===== config.mk =====
export PLATFORM = sky130hd
export DESIGN_NAME = dsp_div_seq
export DESIGN_NICKNAME = d
export VERILOG_FILES = /design/src/rtl/dsp_div_seq.sv
export SDC_FILE = /design/constraint.sdc
export NUM_CORES = 1
export LEC_CHECK = 0
export CAP_MARGIN = 20
export CORE_MARGIN = 1.5
export CORE_UTILIZATION = 26
export CTS_CLUSTER_SIZE = 12
export DETAILED_ROUTE_END_ITERATION = 16
export GPL_TIMING_DRIVEN = 0
export SLEW_MARGIN = 10
export SYNTH_ARGS = -nofsm -noshare
export SYNTH_HDL_FRONTEND = slang
export SYNTH_SLANG_ARGS = --single-unit

===== constraint.sdc =====
create_clock -name clock -period 4.7 [get_ports clock]
set_clock_uncertainty 0.2 [all_clocks]
set_input_delay 0.705 -clock clock [delete_from_list [all_inputs] [get_ports clock]]
set_output_delay 0.705 -clock clock [all_outputs]
set_load 0.02 [all_outputs]

===== src/rtl/dsp_div_seq.sv =====
// Sequential signed divider (radix-2 restoring core on magnitudes, sign fix-up).
// Optional round-to-nearest stage enabled by defining DSP_DIV_ROUND_EN.
module dsp_div_seq #(
    parameter int NBN = 48,
    parameter int NBD = 18
) (
    input  logic                  clock,
    input  logic                  reset_n,
    input  logic                  in_valid,
    output logic                  in_ready,
    input  logic signed [NBN-1:0] n,
    input  logic signed [NBD-1:0] d,
    output logic                  out_valid,
    input  logic                  out_ready,
    output logic signed [NBN-1:0] q,
    output logic signed [NBD-1:0] r,
    output logic                  div0,
    output logic                  ovf
);

    localparam int CW = $clog2(NBN + 1);
    localparam logic [NBN-1:0] Q_MAX = {1'b0, {(NBN-1){1'b1}}};
    localparam logic [NBN-1:0] Q_MIN = {1'b1, {(NBN-1){1'b0}}};

    typedef enum logic [2:0] {IDLE, LOAD, ITER, FIX, ROUND, DONE} state_t;

    state_t         state;
    logic [NBN-1:0] n_reg;
    logic [NBD-1:0] d_reg;
    logic           sign_n;
    logic           sign_q;
    logic [NBN-1:0] num_sh;
    logic [NBN-1:0] quo;
    logic [NBD-1:0] abs_d;
    logic [NBD-1:0] rem;
    logic [CW-1:0]  cnt;
    logic           spec_div0;
    logic           spec_ovf;

    // Magnitudes fit unsigned in the operand width, including |-2^(W-1)| = 2^(W-1).
    logic [NBN-1:0] abs_n_load;
    logic [NBD-1:0] abs_d_load;
    logic           d_is_zero;
    logic           ovf_case;
    logic [NBD:0]   rem_shift;
    logic           ge;
    logic [NBD-1:0] rem_next;
    logic [NBN-1:0] q_trunc;
    logic [NBD-1:0] r_trunc;

    // NOTE: every always_comb output gets a default first so no latch is inferred.
    always_comb begin
        abs_n_load = n_reg[NBN-1] ? -n_reg : n_reg;
        abs_d_load = d_reg[NBD-1] ? -d_reg : d_reg;
        d_is_zero  = (d_reg == '0);
        ovf_case   = (n_reg == Q_MIN) && (d_reg == {NBD{1'b1}});
        rem_shift  = {rem, num_sh[NBN-1]};
        ge         = (rem_shift >= {1'b0, abs_d});
        // When ge holds the true difference is below |d|, so the low bits are exact.
        rem_next   = ge ? (rem_shift[NBD-1:0] - abs_d) : rem_shift[NBD-1:0];
        q_trunc    = sign_q ? -quo : quo;
        r_trunc    = sign_n ? -rem : rem;
    end

`ifdef DSP_DIV_ROUND_EN
    logic [NBN:0]   quo_inc;
    logic           rnd;
    logic           sat;
    logic [NBD-1:0] rem_adj;
    logic [NBN-1:0] q_round;
    logic [NBD-1:0] r_round;
    logic           ovf_round;

    always_comb begin
        rnd       = ({rem, 1'b0} >= {1'b0, abs_d});
        quo_inc   = {1'b0, quo} + (NBN+1)'(1);
        sat       = sign_q ? (quo_inc > {1'b0, Q_MIN}) : (quo_inc > {1'b0, Q_MAX});
        rem_adj   = abs_d - rem;
        q_round   = q_trunc;
        r_round   = r_trunc;
        ovf_round = 1'b0;
        if (rnd && sat) begin
            q_round   = sign_q ? Q_MIN : Q_MAX;
            ovf_round = 1'b1;
        end else if (rnd) begin
            // |r| - |d| is negative, so the remainder flips to the opposite sign of n.
            q_round = sign_q ? -quo_inc[NBN-1:0] : quo_inc[NBN-1:0];
            r_round = sign_n ? rem_adj : -rem_adj;
        end
    end
`endif

    // NOTE: sequential state uses non-blocking assignments only.
    always_ff @(posedge clock or negedge reset_n) begin
        if (!reset_n) begin
            state     <= IDLE;
            in_ready  <= 1'b1;
            out_valid <= 1'b0;
            q         <= '0;
            r         <= '0;
            div0      <= 1'b0;
            ovf       <= 1'b0;
            n_reg     <= '0;
            d_reg     <= '0;
            sign_n    <= 1'b0;
            sign_q    <= 1'b0;
            num_sh    <= '0;
            quo       <= '0;
            abs_d     <= '0;
            rem       <= '0;
            cnt       <= '0;
            spec_div0 <= 1'b0;
            spec_ovf  <= 1'b0;
        end else begin
            case (state)
                IDLE: begin
                    if (in_valid) begin
                        n_reg    <= n;
                        d_reg    <= d;
                        div0     <= 1'b0;
                        ovf      <= 1'b0;
                        in_ready <= 1'b0;
                        state    <= LOAD;
                    end
                end
                LOAD: begin
                    sign_n    <= n_reg[NBN-1];
                    sign_q    <= n_reg[NBN-1] ^ d_reg[NBD-1];
                    num_sh    <= abs_n_load;
                    abs_d     <= abs_d_load;
                    rem       <= '0;
                    quo       <= '0;
                    cnt       <= CW'(NBN);
                    spec_div0 <= d_is_zero;
                    spec_ovf  <= ovf_case;
                    state     <= (d_is_zero || ovf_case) ? FIX : ITER;
                end
                ITER: begin
                    num_sh <= num_sh << 1;
                    rem    <= rem_next;
                    quo    <= {quo[NBN-2:0], ge};
                    cnt    <= cnt - CW'(1);
                    if (cnt == CW'(1)) state <= FIX;
                end
                FIX: begin
                    if (spec_div0) begin
                        q    <= sign_n ? Q_MIN : Q_MAX;
                        r    <= '0;
                        div0 <= 1'b1;
                        ovf  <= 1'b0;
                    end else if (spec_ovf) begin
                        q   <= Q_MAX;
                        r   <= '0;
                        ovf <= 1'b1;
                    end else begin
                        q <= q_trunc;
                        r <= r_trunc;
                    end
`ifdef DSP_DIV_ROUND_EN
                    if (spec_div0 || spec_ovf) begin
                        out_valid <= 1'b1;
                        state     <= DONE;
                    end else begin
                        state <= ROUND;
                    end
`else
                    out_valid <= 1'b1;
                    state     <= DONE;
`endif
                end
                ROUND: begin
`ifdef DSP_DIV_ROUND_EN
                    q   <= q_round;
                    r   <= r_round;
                    ovf <= ovf_round;
`endif
                    out_valid <= 1'b1;
                    state     <= DONE;
                end
                DONE: begin
                    if (out_ready) begin
                        out_valid <= 1'b0;
                        in_ready  <= 1'b1;
                        state     <= IDLE;
                    end
                end
                default: state <= IDLE;
            endcase
        end
    end

endmodule


==> metrics.md, run 1 <==
| Metric | Value |
|---|---|
| Port Buffer Count | ~140 |
| ANT nets after route | 0 |
| Final cell count without fillers | roughly 2400 |
| Via count | 11928 |
| Main synth FF type | dfrtp_1 |
| Crit path max-delay family | compound AO/OA/AOI/OAI gates |
| Worst slew pin tran | 0.891 ns |
| # setup viols final | 0 |
| F_max | 294 MHz |
| Top cells by area, synth | dfrtp_1 48%, mux2_2 5.1%, xor2_1 4.9%, nand2_1 4.9%, o21ai_0 4.9% |
| Post-synthesis xor/xnor area fraction | around 7.1% |
| Distinct cells, synth | 66 |
| Post-Syn Instances | 1477 |
| Most used cell, CP | o21ai_0 |
| First-pass GRT wire length | 66400 um |
| Clock Latency Late Sink | between 0.5 and 0.6 ns |
| Antenna violations before repair | 0 |
| Resize count post-CTS | 0 |
| Slowest CP cell | clkbuf_1 |
| Nets | 1748 |
| Tot Pwr | roughly 13 mW |
| Area of the core | about 56000 um^2 |
| Fraction of the mapped netlist area in compound gates | between 10% and 20% |
| Routability cong. | 0.869 |
| CP Launch Type | register |
| Avg WL per Cell | between 15 and 20 um |
| Worst path required time | between 4 and 5 ns |
| Status | complete, but fails checks |
| Crit-path cells | ha_1 -> nand2_1 -> a211oi_1 -> o21ai_0 -> o211ai_1 -> a31o_2 -> clkbuf_1 -> mux2i_1 -> o21ai_0 |
| Main combinational cell family by area after synthesis | compound AO/OA/AOI/OAI gates |
| Clk sinks | roughly 280 |
| Reg2Reg Capture Point | rem[12] |
| Post-Synth Adder-Cell Area | under 10% |
| CP Max Fanout | 10 |
| Worst R2R Start | rem[3] |
| CTS hold repair buffers | 0 |
| RSZ-0062 raised after global routing | false |
| PwrDens | 697 nW/um^2 |
| TritonCTS clock tree | yes |
| Crit path DAT | approximately 3.6 ns |
| Die W | 241 um |
| Global route overflow | 0 |
| Cts bufs inserted | 31 |
| Top Usage Layer GRT | met2 |
| Pin count of the biggest net entering global routing | about 110 |
| FF-to-FF setup slack | 1.30 ns |
| WP buf/inv | 1 |
| Area Growth Syn to Fin | 23.5% |
| # fillers | just under 6000 |
| Critical Setup Path Class | register to register |
| Vias in the first global route | around 12000 |
| Worst min path class | input port to asynchronous set/reset pin |
| Tcrit/Tclk final | approximately 72% |
| Failing checks | negative hold slack |
| Post-layout min period | roughly 3.4 ns |
| Drt initial violations | around 730 |
| Io pins | 140 |
| Mean number of vias per cell | 4.93 |
| Number of synthesized flops with an enable pin | 0 |
| CTS Root Cell | clkbuf_16 |
| Final hold violations | 33 |
| FF-to-FF path depth | 9 |
| DRC Markers | 0 |
| # H-tree levels | 1 |
| Initial cell density of the core | around a quarter |
| Crit path largest cell delay | around 0.51 ns |
| Grt met1 use | 20.4% |
| Layout cells sized above 1 | under 10% |
| Max-slew headroom | about two fifths |
| DRT Pass-1 Iters | 5 |
| Commonest non-fill, non-tap cell in the layout | dfrtp_1 |
| Slew Viols, Final | 0 |
| Commonest non-fill, non-tap cells in the layout | 280 x dfrtp_1, 193 x nand2_1, 143 x o21ai_0, 138 x clkdlybuf4s50_1, 86 x clkbuf_1 |
| Cell Area, Synth | 14700 um^2 |
| VDD IR max | 0.306 mV |
| Clk buf depth | 3 |
| Met2 Use GR | a little under a quarter |
| Ys Warns | 0 |
| Avg Cell Area, Syn | approximately 10 um^2 |
| Share of the synthesized area in the top cell type | 47.6% |
| Antenna cell count | 0 |
| Clk pin slew, worst setup/hold paths | roughly 0.06 ns |
| Core Rows | 86 |
| Sequential fraction of the synthesis area | 47.8% |
| Total track usage | ~14% |
| Met3 usage | under 10% |
| Die Y-Extent | approximately 240 um |
| Total wire length | about 42000 um |
| Die area | ~58000 um^2 |
| Hold slack | -0.0117 ns |
| Final HPWL DP | approximately 31000 um |
| Layout Utilization | roughly 33% |
| Final setup TNS | 0 ns |
| Crit. End Element | register |
| Most area-hungry cell type in the Yosys netlist | dfrtp_1 |
| MaxCap Viol Count | 0 |
| Post-CTS Setup Bufs | 0 |
| Async SR Flop Fraction | between 90% and 100% |
| Multiplexer share of the synthesized area | 7.23% |
| Placed insts | around 2400 |
| Syn nets | between 1500 and 2000 |
| Simple-gate portion of the synthesized area | 13.8% |
| #FFs+latches synth | between 200 and 300 |
| P_leak | between 7 and 8 nW |
==> cell usage after synthesis (16+ instances only) <==
cell type	count
nor2b_1	19
nor3_1	24
inv_1	35
o21ai_0	143
a22o_1	62
xnor2_1	36
or3_1	20
o211ai_1	29
nor2_1	46
a22oi_1	30
a21oi_1	48
clkbuf_1	82
o21ai_1	16
nand3_1	20
mux2_2	66
dfrtp_1	280
ha_1	25
nand2_1	193
xor2_1	83
o31ai_1	35
mux2i_1	32
==> cell type report <==
cell class              count  area [um^2]  share of cell area (%)
multi-input cells        1068         7200                    39.6
plain buffers              93          350                    1.93
repair buffers            142         1460                    8.05
clock buffers              46          942                    5.18
well taps                 748          936                    5.15
inverters                  35          131                   0.723
flip-flops and latches    281         7030                    38.7
clock inverters             8          118                   0.647
==> worst max path at each step <==
stage / start / to / cells after the start
2_1_floorplan: rem[3] / rem[12] / 9
3_5_place_dp: rem[2] / rem[16] / 9
6_report: rem[3] / rem[12] / 9
5_1_grt: rem[3] / rem[13] / 9
3_3_place_gp: reset_n / n_reg[26] / 1
4_1_cts: rem[2] / rem[12] / 9
==> through the flow <==
| step | area, um^2 | setup slack (ns) |
|---|---|---|
| finish | 18200 | 1.30 |
| global placement | 17000 | -9.28 |
| global route | 18200 | 1.04 |
| floorplan | 14700 | 2.00 |
| detailed placement | 17100 | 1.31 |
| CTS | 18200 | 1.29 |
==> power breakdown <==
part | internal [mW] | switching, mW
clock network | 1.53 | 0.987
registers | 3.33 | 0.842
logic | 2.48 | 3.50
==> cells by family after synthesis <==
logic type	Yosys count
compound gates	416
simple gates	409
flops	281
buf+inv	128
xor+xnor	119
mux	98
fa+ha+maj	26
==> routing by layer <==
layer	share of wire, %	wire (um)
met1	47	19600
met3	4.9	2050
met4	1.9	798
met5	0	0
met2	46	19300
Note: power is estimated with default switching activity, not from simulation.
==> run 2: changes to the inputs <==
clock period = 3.5 ns   (was 4.7 ns; I/O delays follow)
==> run 2 against run 1 <==
Net effect: the run now ends clean; combinational power grew 34%; sequential share of layout area shrank 0.058 points; power grew 34%; critical path depth grew 2; hold slack gained 0.29 ns; routed wire length is essentially flat; utilization is essentially flat; largest power group unchanged.
==> metrics.md, run 2 (synthesis results as in run 1) <==
| Metric | Value |
|---|---|
| M1 WL | 19500 um (was 19600 um) |
| # setup viols final | 0 (unchanged) |
| DR top layer | met4 (unchanged) |
| Slew Viols, Final | 0 (unchanged) |
| Nets | 1749 (was 1748) |
| PwrDens | 936 nW/um^2 (was 697 nW/um^2) |
| Hold slack | 0.274 ns (was -0.0117 ns) |
| Die Y-Extent | 241 um (unchanged) |
| Comb power frac | 47.2% (about the same) |
| P_leak | 7.66 nW (about the same) |
| Core Rows | 86 (unchanged) |
| WP buf/inv | 3 (was 1) |
| Mean number of vias per cell | 4.94 (was 4.93) |
| Crit path max-delay family | simple AND/OR/NAND/NOR gates (was compound AO/OA/AOI/OAI gates) |
| Clk buf depth | 3 (unchanged) |
| Pin count of the biggest net entering global routing | 107 (unchanged) |
| Critical Setup Path Class | register to register (unchanged) |
| Commonest non-fill, non-tap cells in the layout | 280 x dfrtp_1, 193 x nand2_1, 143 x o21ai_0, 138 x clkdlybuf4s50_1, 85 x clkbuf_1 (was 280 x dfrtp_1, 193 x nand2_1, 143 x o21ai_0, 138 x clkdlybuf4s50_1, 86 x clkbuf_1) |
| Clk pin slew, worst setup/hold paths | 0.06 ns (about the same) |
| Hold_sp | q[10] |
| Most used cell, CP | clkbuf_1 (was o21ai_0) |
| Crit path largest cell delay | 0.46 ns (was 0.51 ns) |
| CP Launch Type | register (unchanged) |
| TritonCTS clock tree | yes (unchanged) |
| VDD IR max | 0.411 mV (was 0.306 mV) |
| Fin area | 18200 um^2 (about the same) |
| ANT nets after route | 0 (unchanged) |
| Avg WL per Cell | 17.2 um (was 17.3 um) |
| Worst slew pin tran | 0.878 ns (was 0.891 ns) |
| Slowest CP cell | or4b_1 (was clkbuf_1) |
| Total wire length | 41800 um (about the same) |
| Clock Latency Late Sink | 0.57 ns (about the same) |
| Antenna violations before repair | 0 (unchanged) |
| Met2 wire length | 19400 um (was 19300 um) |
| Crit path DAT | 3.52 ns (was 3.63 ns) |
| Tcrit/Tclk final | 93.8% (was 72.4%) |
| Die area | 58000 um^2 (unchanged) |
| CTS Root Cell | clkbuf_16 (unchanged) |
| MaxCap Viol Count | 0 (unchanged) |
| Worst R2R Start | n_reg[0] (was rem[3]) |
| First-pass GRT wire length | 66500 um (was 66400 um) |
| Die W | 241 um (unchanged) |
| Crit-path cells | inv_1 -> ha_1 -> or4b_1 -> clkbuf_1 -> nor2_1 -> nand4_1 -> or3_1 -> clkbuf_1 -> nor3_1 -> mux2i_1 -> o21ai_1 (was ha_1 -> nand2_1 -> a211oi_1 -> o21ai_0 -> o211ai_1 -> a31o_2 -> clkbuf_1 -> mux2i_1 -> o21ai_0) |
| Cell-internal power | 9.87 mW (was 7.34 mW) |
| Final HPWL DP | 31400 um (unchanged) |
| Drt initial violations | 870 (was 726) |
| Commonest non-fill, non-tap cell in the layout | dfrtp_1 (unchanged) |
| Crit. Startpoint | n_reg[0] (was rem[3]) |
| Routability cong. | 0.869 (unchanged) |
| Layout Utilization | 32.8% (was 32.7%) |
| Io pins | 140 (unchanged) |
| Antenna cell count | 0 (unchanged) |
| CP Max Fanout | 7 (was 10) |
| Vias in the first global route | 11859 (was 11847) |
| Placed inst area | 17100 um^2 (unchanged) |
| Area Growth Syn to Fin | 23.7% (was 23.5%) |
| Crit. End Element | register (unchanged) |
| Post-layout min period | 3.28 ns (was 3.40 ns) |
| Layout cells sized above 1 | 8.90% (was 8.67%) |
| Clk sinks | 281 (unchanged) |
| Met3 routed WL | 2050 um (about the same) |
| Total track usage | 14.4% (about the same) |
| Port Buffer Count | 139 (unchanged) |
| Final hold violations | 0 (was 33) |
| RSZ-0062 raised after global routing | false (unchanged) |
| F_max | 304 MHz (was 294 MHz) |
| Worst path required time | 3.74 ns (was 4.92 ns) |
| Worst min path class | register to register (was input port to asynchronous set/reset pin) |
| Sw Ratio | 42.1% (was 42.0%) |
| DRT Pass-1 Iters | 7 (was 5) |
| Cts bufs inserted | 31 (unchanged) |
| Seq pwr share | 32.9% (about the same) |
| Area of the core | 55500 um^2 (unchanged) |
| Placed insts | 2367 (unchanged) |
| # H-tree levels | 1 (unchanged) |
| Switching power | 7.16 mW (was 5.33 mW) |
| Clock power share | 19.9% (about the same) |
| Via count | 11954 (was 11928) |
| Max-slew headroom | 41.1% (was 40.3%) |
| DRC Markers | 0 (unchanged) |
| Initial cell density of the core | 26.5% (unchanged) |
| Global route overflow | 0 (unchanged) |
| Final cell count without fillers | 2422 (was 2421) |
| Status | finished, final reports clean (was complete, but fails checks) |
-- run 2: metrics by stage --
| stage | TNS, ns | power (mW) | setup slack (ns) |
|---|---|---|---|
| finish | 0 | 17.0 | 0.216 |
| floorplan | 0 | 10.9 | 0.796 |
| CTS | 0 | 17.2 | 0.0944 |
| global route | 0 | 18.4 | 0.0284 |
| detailed placement | 0 | 13.7 | 0.114 |
| global placement | -2880.93 | 13.5 | -10.30 |
-- run 2: layer usage --
layer  track usage (%)  up-vias
met5                 0        -
met3              1.96       50
met4              3.01        0
li1                  -     5675
met1              20.4     5918
met2              23.3      311
-- run 2: power groups by stage --
stage	sequential [mW]	clock [mW]	combinational (mW)
floorplan	5.70	0	5.20
global placement	5.60	0	7.91
detailed placement	5.65	0	8.06
CTS	5.59	3.46	8.10
global route	5.78	3.59	8.98
finish	5.60	3.39	8.03
-- run 2: worst paths after layout --
kind / end / slack (ns) / cells past startpoint
worst max-delay path: num_sh[42] / 0.22 / 11
worst min-delay path: q[10] / 0.27 / 2
worst max register to register: num_sh[42] / 0.22 / 11
worst min register to register: q[10] / 0.27 / 2
max in group asynchronous: in_ready / 1.36 / 4
min in group asynchronous: q[39] / 0.40 / 2
-- run 2: repair_timing --
| action | in CTS | in global routing |
|---|---|---|
| endpoints found under the hold margin | 99 | 0 |
| hold buffers | 1 | 0 |
| setup endpoints to repair | 0 | 10 |
| buffers inserted | 0 | 0 |
| gates resized for setup | 0 | 5 |
-- run 2: area by class of cell --
class / count / area, um^2
fill: 5797 / 37300
multi-input combinational: 1068 / 7210
sequential: 281 / 7030
timing repair buffer: 143 / 1470
clock buffer: 46 / 942
tap: 748 / 936
buffer: 93 / 352
inverter: 35 / 131
clock inverter: 8 / 118
-- run 2: tightest hold or removal path, stage by stage (launching register included) --
cell	delay, ns
dfrtp_1	0.34
nand2_1	0.05
nand2_1	0.05
